==> src/rtl/dmem_pkg.sv <==
// Shared types and helpers for the wait-state data memory.
package dmem_pkg;

  typedef enum logic [1:0] {
    IDLE,
    WAIT,
    DONE
  } dmem_state_t;

  localparam int DMEM_WS_W = 4;

  function automatic int dmem_lanes(input int width);
    return width / 8;
  endfunction

endpackage

==> src/rtl/dmem_storage.sv <==
// Byte storage split into one array per lane; synchronous per-lane write, asynchronous read.
module dmem_storage
  import dmem_pkg::*;
#(
  parameter int DATA_WIDTH  = 32,
  parameter int DEPTH_BYTES = 256
) (
  input  logic                                                 clk,
  input  logic [$clog2(DEPTH_BYTES/(DATA_WIDTH/8))-1:0]        row,
  input  logic [DATA_WIDTH/8-1:0]                              we,
  input  logic [DATA_WIDTH-1:0]                                wdata,
  output logic [DATA_WIDTH-1:0]                                rdata
);

  localparam int B    = dmem_lanes(DATA_WIDTH);
  localparam int ROWS = DEPTH_BYTES / B;

  // Lane i holds data bits [8i+7:8i]; big-endian placement is implied by the lane order.
  for (genvar i = 0; i < B; i++) begin : g_lane
    logic [7:0] lane_mem [ROWS];

    always_ff @(posedge clk) begin
      if (we[i]) lane_mem[row] <= wdata[8*i +: 8];
    end

    assign rdata[8*i +: 8] = lane_mem[row];
  end

endmodule

==> src/rtl/wait_state_data_memory.sv <==
// Byte-addressed big-endian data memory with programmable wait states and a ready/error pulse.
// Optional macro DMEM_ALIGN_CHECK_EN turns unaligned addresses into faults.
module wait_state_data_memory
  import dmem_pkg::*;
#(
  parameter int          DATA_WIDTH  = 32,
  parameter int          DEPTH_BYTES = 256,
  parameter logic [31:0] BASE_ADDR   = 32'd1024,
  parameter int          WAIT_STATES = 0
) (
  input  logic                      clk,
  input  logic                      rst,
  input  logic                      MEM_r_en,
  input  logic                      MEM_w_en,
  input  logic [31:0]               address,
  input  logic [DATA_WIDTH-1:0]     data_in,
  input  logic [DATA_WIDTH/8-1:0]   byte_en,
  output logic [DATA_WIDTH-1:0]     data_out,
  output logic                      ready,
  output logic                      error
);

  localparam int B  = dmem_lanes(DATA_WIDTH);
  localparam int LB = $clog2(B);
  localparam int AW = $clog2(DEPTH_BYTES);
  localparam logic [DMEM_WS_W-1:0] WS       = DMEM_WS_W'(WAIT_STATES);
  localparam logic [31:0]          DEPTH32  = 32'(DEPTH_BYTES);
  localparam logic [31:0]          LOW_MASK = 32'(B - 1);

  dmem_state_t           state;
  logic [DMEM_WS_W-1:0]  count;
  logic                  cap_r, cap_w;
  logic [31:0]           cap_addr;
  logic [DATA_WIDTH-1:0] cap_data;
  logic [B-1:0]          cap_ben;

  logic                  in_idle, req, finish, fault;
  logic                  cur_r, cur_w;
  logic [31:0]           cur_addr, offset;
  logic [DATA_WIDTH-1:0] cur_data, rdata;
  logic [B-1:0]          cur_ben, lane_we;

  // With zero wait states the access completes on the capturing edge, so the live inputs are used there.
  always_comb begin
    in_idle  = (state == IDLE);
    req      = MEM_r_en | MEM_w_en;
    cur_r    = in_idle ? MEM_r_en : cap_r;
    cur_w    = in_idle ? MEM_w_en : cap_w;
    cur_addr = in_idle ? address  : cap_addr;
    cur_data = in_idle ? data_in  : cap_data;
    cur_ben  = in_idle ? byte_en  : cap_ben;
    finish   = rst && (in_idle ? (req && (WS == '0))
                               : ((state == WAIT) && (count == DMEM_WS_W'(1))));
    offset   = cur_addr - BASE_ADDR;
    fault    = (cur_addr < BASE_ADDR) || (offset >= DEPTH32) || (cur_r && cur_w);
`ifdef DMEM_ALIGN_CHECK_EN
    fault    = fault || ((cur_addr & LOW_MASK) != '0);
`endif
    lane_we  = (finish && cur_w && !fault) ? cur_ben : '0;
  end

  dmem_storage #(
    .DATA_WIDTH  (DATA_WIDTH),
    .DEPTH_BYTES (DEPTH_BYTES)
  ) u_storage (
    .clk   (clk),
    .row   (offset[AW-1:LB]),
    .we    (lane_we),
    .wdata (cur_data),
    .rdata (rdata)
  );

  // ready/error are registered on the completing edge, so they are high during the DONE cycle.
  always_ff @(posedge clk or negedge rst) begin
    if (!rst) begin
      state    <= IDLE;
      count    <= '0;
      ready    <= 1'b0;
      error    <= 1'b0;
      data_out <= '0;
      cap_r    <= 1'b0;
      cap_w    <= 1'b0;
      cap_addr <= '0;
      cap_data <= '0;
      cap_ben  <= '0;
    end else begin
      ready <= finish;
      error <= finish && fault;
      if (finish && (fault || cur_r)) data_out <= fault ? '0 : rdata;
      case (state)
        IDLE: begin
          if (req) begin
            cap_r    <= MEM_r_en;
            cap_w    <= MEM_w_en;
            cap_addr <= address;
            cap_data <= data_in;
            cap_ben  <= byte_en;
            count    <= WS;
            state    <= (WS == '0) ? DONE : WAIT;
          end
        end
        WAIT: begin
          count <= count - DMEM_WS_W'(1);
          if (count == DMEM_WS_W'(1)) state <= DONE;
        end
        DONE:    state <= IDLE;
        default: state <= IDLE;
      endcase
    end
  end

endmodule

==> config.mk <==
export PLATFORM = sky130hd
export DESIGN_NAME = wait_state_data_memory
export DESIGN_NICKNAME = d
export VERILOG_FILES = /design/src/rtl/dmem_pkg.sv /design/src/rtl/dmem_storage.sv /design/src/rtl/wait_state_data_memory.sv
export SDC_FILE = /design/constraint.sdc
export NUM_CORES = 2
export LEC_CHECK = 0
export BUFFER_PORTS_ARGS = -buffer_cell sky130_fd_sc_hd__buf_4
export CAP_MARGIN = 25
export CORE_ASPECT_RATIO = 2
export CORE_MARGIN = 2
export CORE_UTILIZATION = 49
export DETAILED_ROUTE_END_ITERATION = 6
export HOLD_SLACK_MARGIN = 0.05
export PLACE_DENSITY = 0.75
export SETUP_SLACK_MARGIN = 0.4
export SLEW_MARGIN = 20
export SYNTH_ARGS = -nofsm -noshare
export SYNTH_HDL_FRONTEND = slang
export SYNTH_SLANG_ARGS = --single-unit
export TNS_END_PERCENT = 1
==> constraint.sdc <==
create_clock -name clk -period 5.01 [get_ports clk]
set_input_delay 0.2505 -clock clk [delete_from_list [all_inputs] [get_ports clk]]
set_output_delay 0.2505 -clock clk [all_outputs]
set_load 0.05 [all_outputs]
==> run metrics <==
status=complete, but fails checks; failing checks=DRC; drt initial violations=6396; Initial Util=49.4%; Hold Vio Cnt, Final=0; gr ovfl total=0; skew final=0.0449 ns; area post-placement=86100 um^2; core box area=between 150000 and 200000 um^2; Critical Path RT=5.74 ns; # rows=208; Clock Sink Count=2147; drt wl/cell=~30 um; Post-DRT Antenna Nets=0; Ys Warns=0; layout cells sized above 1=17.4%; clock-pin slew on the worst setup and hold paths=around 0.080 ns; io pins=between 100 and 150; Worst Hold Class=in -> reg; global-route wire length before repair=331 mm; initial antenna violation count=7; Max Cap Viol=0; Final Instance Area=92400 um^2; critical path arrival=5.24 ns; overall die width=288 um; PwrDens=423 nW/um^2; RSZ-0062 raised after global routing=no; fin. max-slew vios=0; TritonCTS clock tree=done; asr flop ratio synth=4.61%; Synth top cells by count=edfxtp_1, o22ai_1, nand2_1, clkbuf_1, nor3_1; Main synth FF type=edfxtp_1; die area=165000 um^2; Worst Setup Start Kind=flip-flop; number of buffers created by CTS=approximately 170; gr usage total=between 20% and 30%; fin nets=about 5500; maximum vdd drop=0.283 mV; dpl cells=7261; count leader, synth=edfxtp_1; clock latency on the worst-skew pair=between 0.8 and 0.9 ns; synthesized cell area=79300 um^2; CTS max path bufs=4; hpwl dp=142 mm; pin count of the biggest net entering global routing=between 60 and 70; endpoint class of the critical path=flip-flop; Synth area leader=edfxtp_1; crit-path max FO=40; critical path class=reg -> reg; syn nets=between 4000 and 5000; relative slew slack=29.8%; fin util=a little under three fifths; Peak Freq=222 MHz; register area share after synthesis=80.7%; first-pass iteration count of the detailed router=7; Vias=50822; Synth Instances=4886; Resized cells post-CTS=0; root buffer cell=clkbuf_16; CTS H-tree lvls=4; syn_area_per_cell=16.2 um^2; P_leak=30.7 nW; Syn-to-layout area delta=16.6%; vias per cell=6.65; Post-Route WL=230 mm; routability cong.=0.923; #FFs+latches synth=2147; Synth cell types=46; Non-Filler Instances=roughly 7600; number of global-route vias before repair=a little over 50000; port buffer count=just over 100; overall power=39.1 mW; # DRC=17; Post-synth EDFFs=2048; Tmin final=about 4.5 ns; die height=573 um; Setup Total Neg Slack=0 ns; Worst Max-Slew Pin Slew=approximately 1.0 ns; Fillers=about 11000; Final setup viols=0; share of the synthesized area in the top cell type=77.6%; leading post-synthesis cells by cell area=edfxtp_1, o22ai_1, dfrtp_1; Final period util=90.1%
==> per-stage QoR <==
stage	setup slack (ns)	hold WS (ns)
floorplan	1.49	-0.0451
CTS	0.614	0.145
global placement	0.676	0.125
global route	0.437	0.182
detailed placement	0.594	0.123
finish	0.496	0.174
==> worst paths after layout <==
kind                         startpoint            to  slack, ns  cells after the start
min in group asynchronous           rst  data_out[20]       0.30                      3
min reg2reg                cap_data[21]  cap_data[21]       0.48                      2
max in group asynchronous           rst      state[1]       4.00                      3
min                         data_in[21]  cap_data[21]       0.17                      4
max                            state[1]  data_out[11]       0.50                      9
max reg2reg                    state[1]  data_out[11]       0.50                      9
==> registers in the layout, indices dropped and copies added (netlist names) <==
signal	cells
cap_r	1
cap_w	1
cap_data	32
ready	1
cap_addr	30
data_out	32
state	1
error	1
u_storage.g_lane.lane_mem	2048
==> what timing repair did <==
action / CTS / global route
buffers inserted: 0 / 0
endpoints found under the hold margin: 165 / 0
hold buffers: 67 / 0
==> final cells by class <==
| class | instances | area (um^2) | share of cell area (%) |
|---|---|---|---|
| Timing Repair Buffer | 716 | 6230 | 6.74 |
| Inverter | 39 | 146 | 0.158 |
| Tap cell | 2100 | 2630 | 2.84 |
| Multi-Input combinational cell | 2328 | 13900 | 15.0 |
| Clock inverter | 107 | 1020 | 1.10 |
| Clock buffer | 203 | 4510 | 4.88 |
| Antenna cell | 4 | 10.0 | 0.0108 |
| Sequential cell | 2147 | 64000 | 69.3 |
==> critical path, stage by stage, from the launching register on <==
cell     delay, ns
dfrtp_4       0.61
buf_4         0.40
or4_1         0.21
and2_4        0.84
buf_4         0.57
o22ai_1       0.15
nor4_1        0.61
o22ai_1       0.23
or4_1         0.65
o22ai_1       0.15
==> metal layers <==
layer	global-route usage, %	routed length, um
met1	29.9	71300
met2	47.1	117000
met3	4.44	22400
met4	20.6	19600
met5	0	50
==> where the power goes <==
part           internal [mW]  total [mW]  switching [mW]
Combinational           1.43        5.07            3.64
Sequential              20.4        20.4          0.0811
Clock                   7.39        13.6            6.22
==> logic make-up (layout without fill, tap and decap cells) <==
| kind of cell | Yosys count | in the layout | synth area share, % |
|---|---|---|---|
| simple gates | 1162 | 1162 | 7.42 |
| other cells | 0 | 4 | 0 |
| xor+xnor | 1 | 1 | 0.0111 |
| flops | 2147 | 2147 | 80.7 |
| compound gates | 1093 | 1093 | 8.85 |
| mux | 72 | 72 | 0.972 |
| buf+inv | 411 | 1065 | 2.03 |
==> cells in the final DEF (no fill, tap or decap), drive strengths merged, types with 2 or more instances in the layout <==
cell type	netlist	layout
or4b	4	4
inv	39	44
nand2b	6	6
nor3b	2	2
o21ai	8	8
nor4b	5	5
nor2	9	9
diode	0	4
buf	79	649
clkinvlp	0	14
a31oi	5	5
edfxtp	2048	2048
nand3b	3	3
clkbuf	293	203
mux2i	32	32
mux2	40	40
a222oi	3	3
o22ai	1005	1005
nand4bb	4	4
nand4b	4	4
or4bb	2	2
nand4	6	6
or4	34	34
clkinv	0	70
a21oi	8	8
a22oi	25	25
o32ai	2	2
nor3	288	288
and2	9	9
nor2b	3	3
nand2	457	457
nor4	229	229
a32o	27	27
a2111oi	2	2
dfrtp	99	99
nand3	3	3
bufinv	0	18
a41oi	4	4
dlygate4sd3	0	67
and3	93	93
No activity file was read; power rests on OpenSTA's default activity.
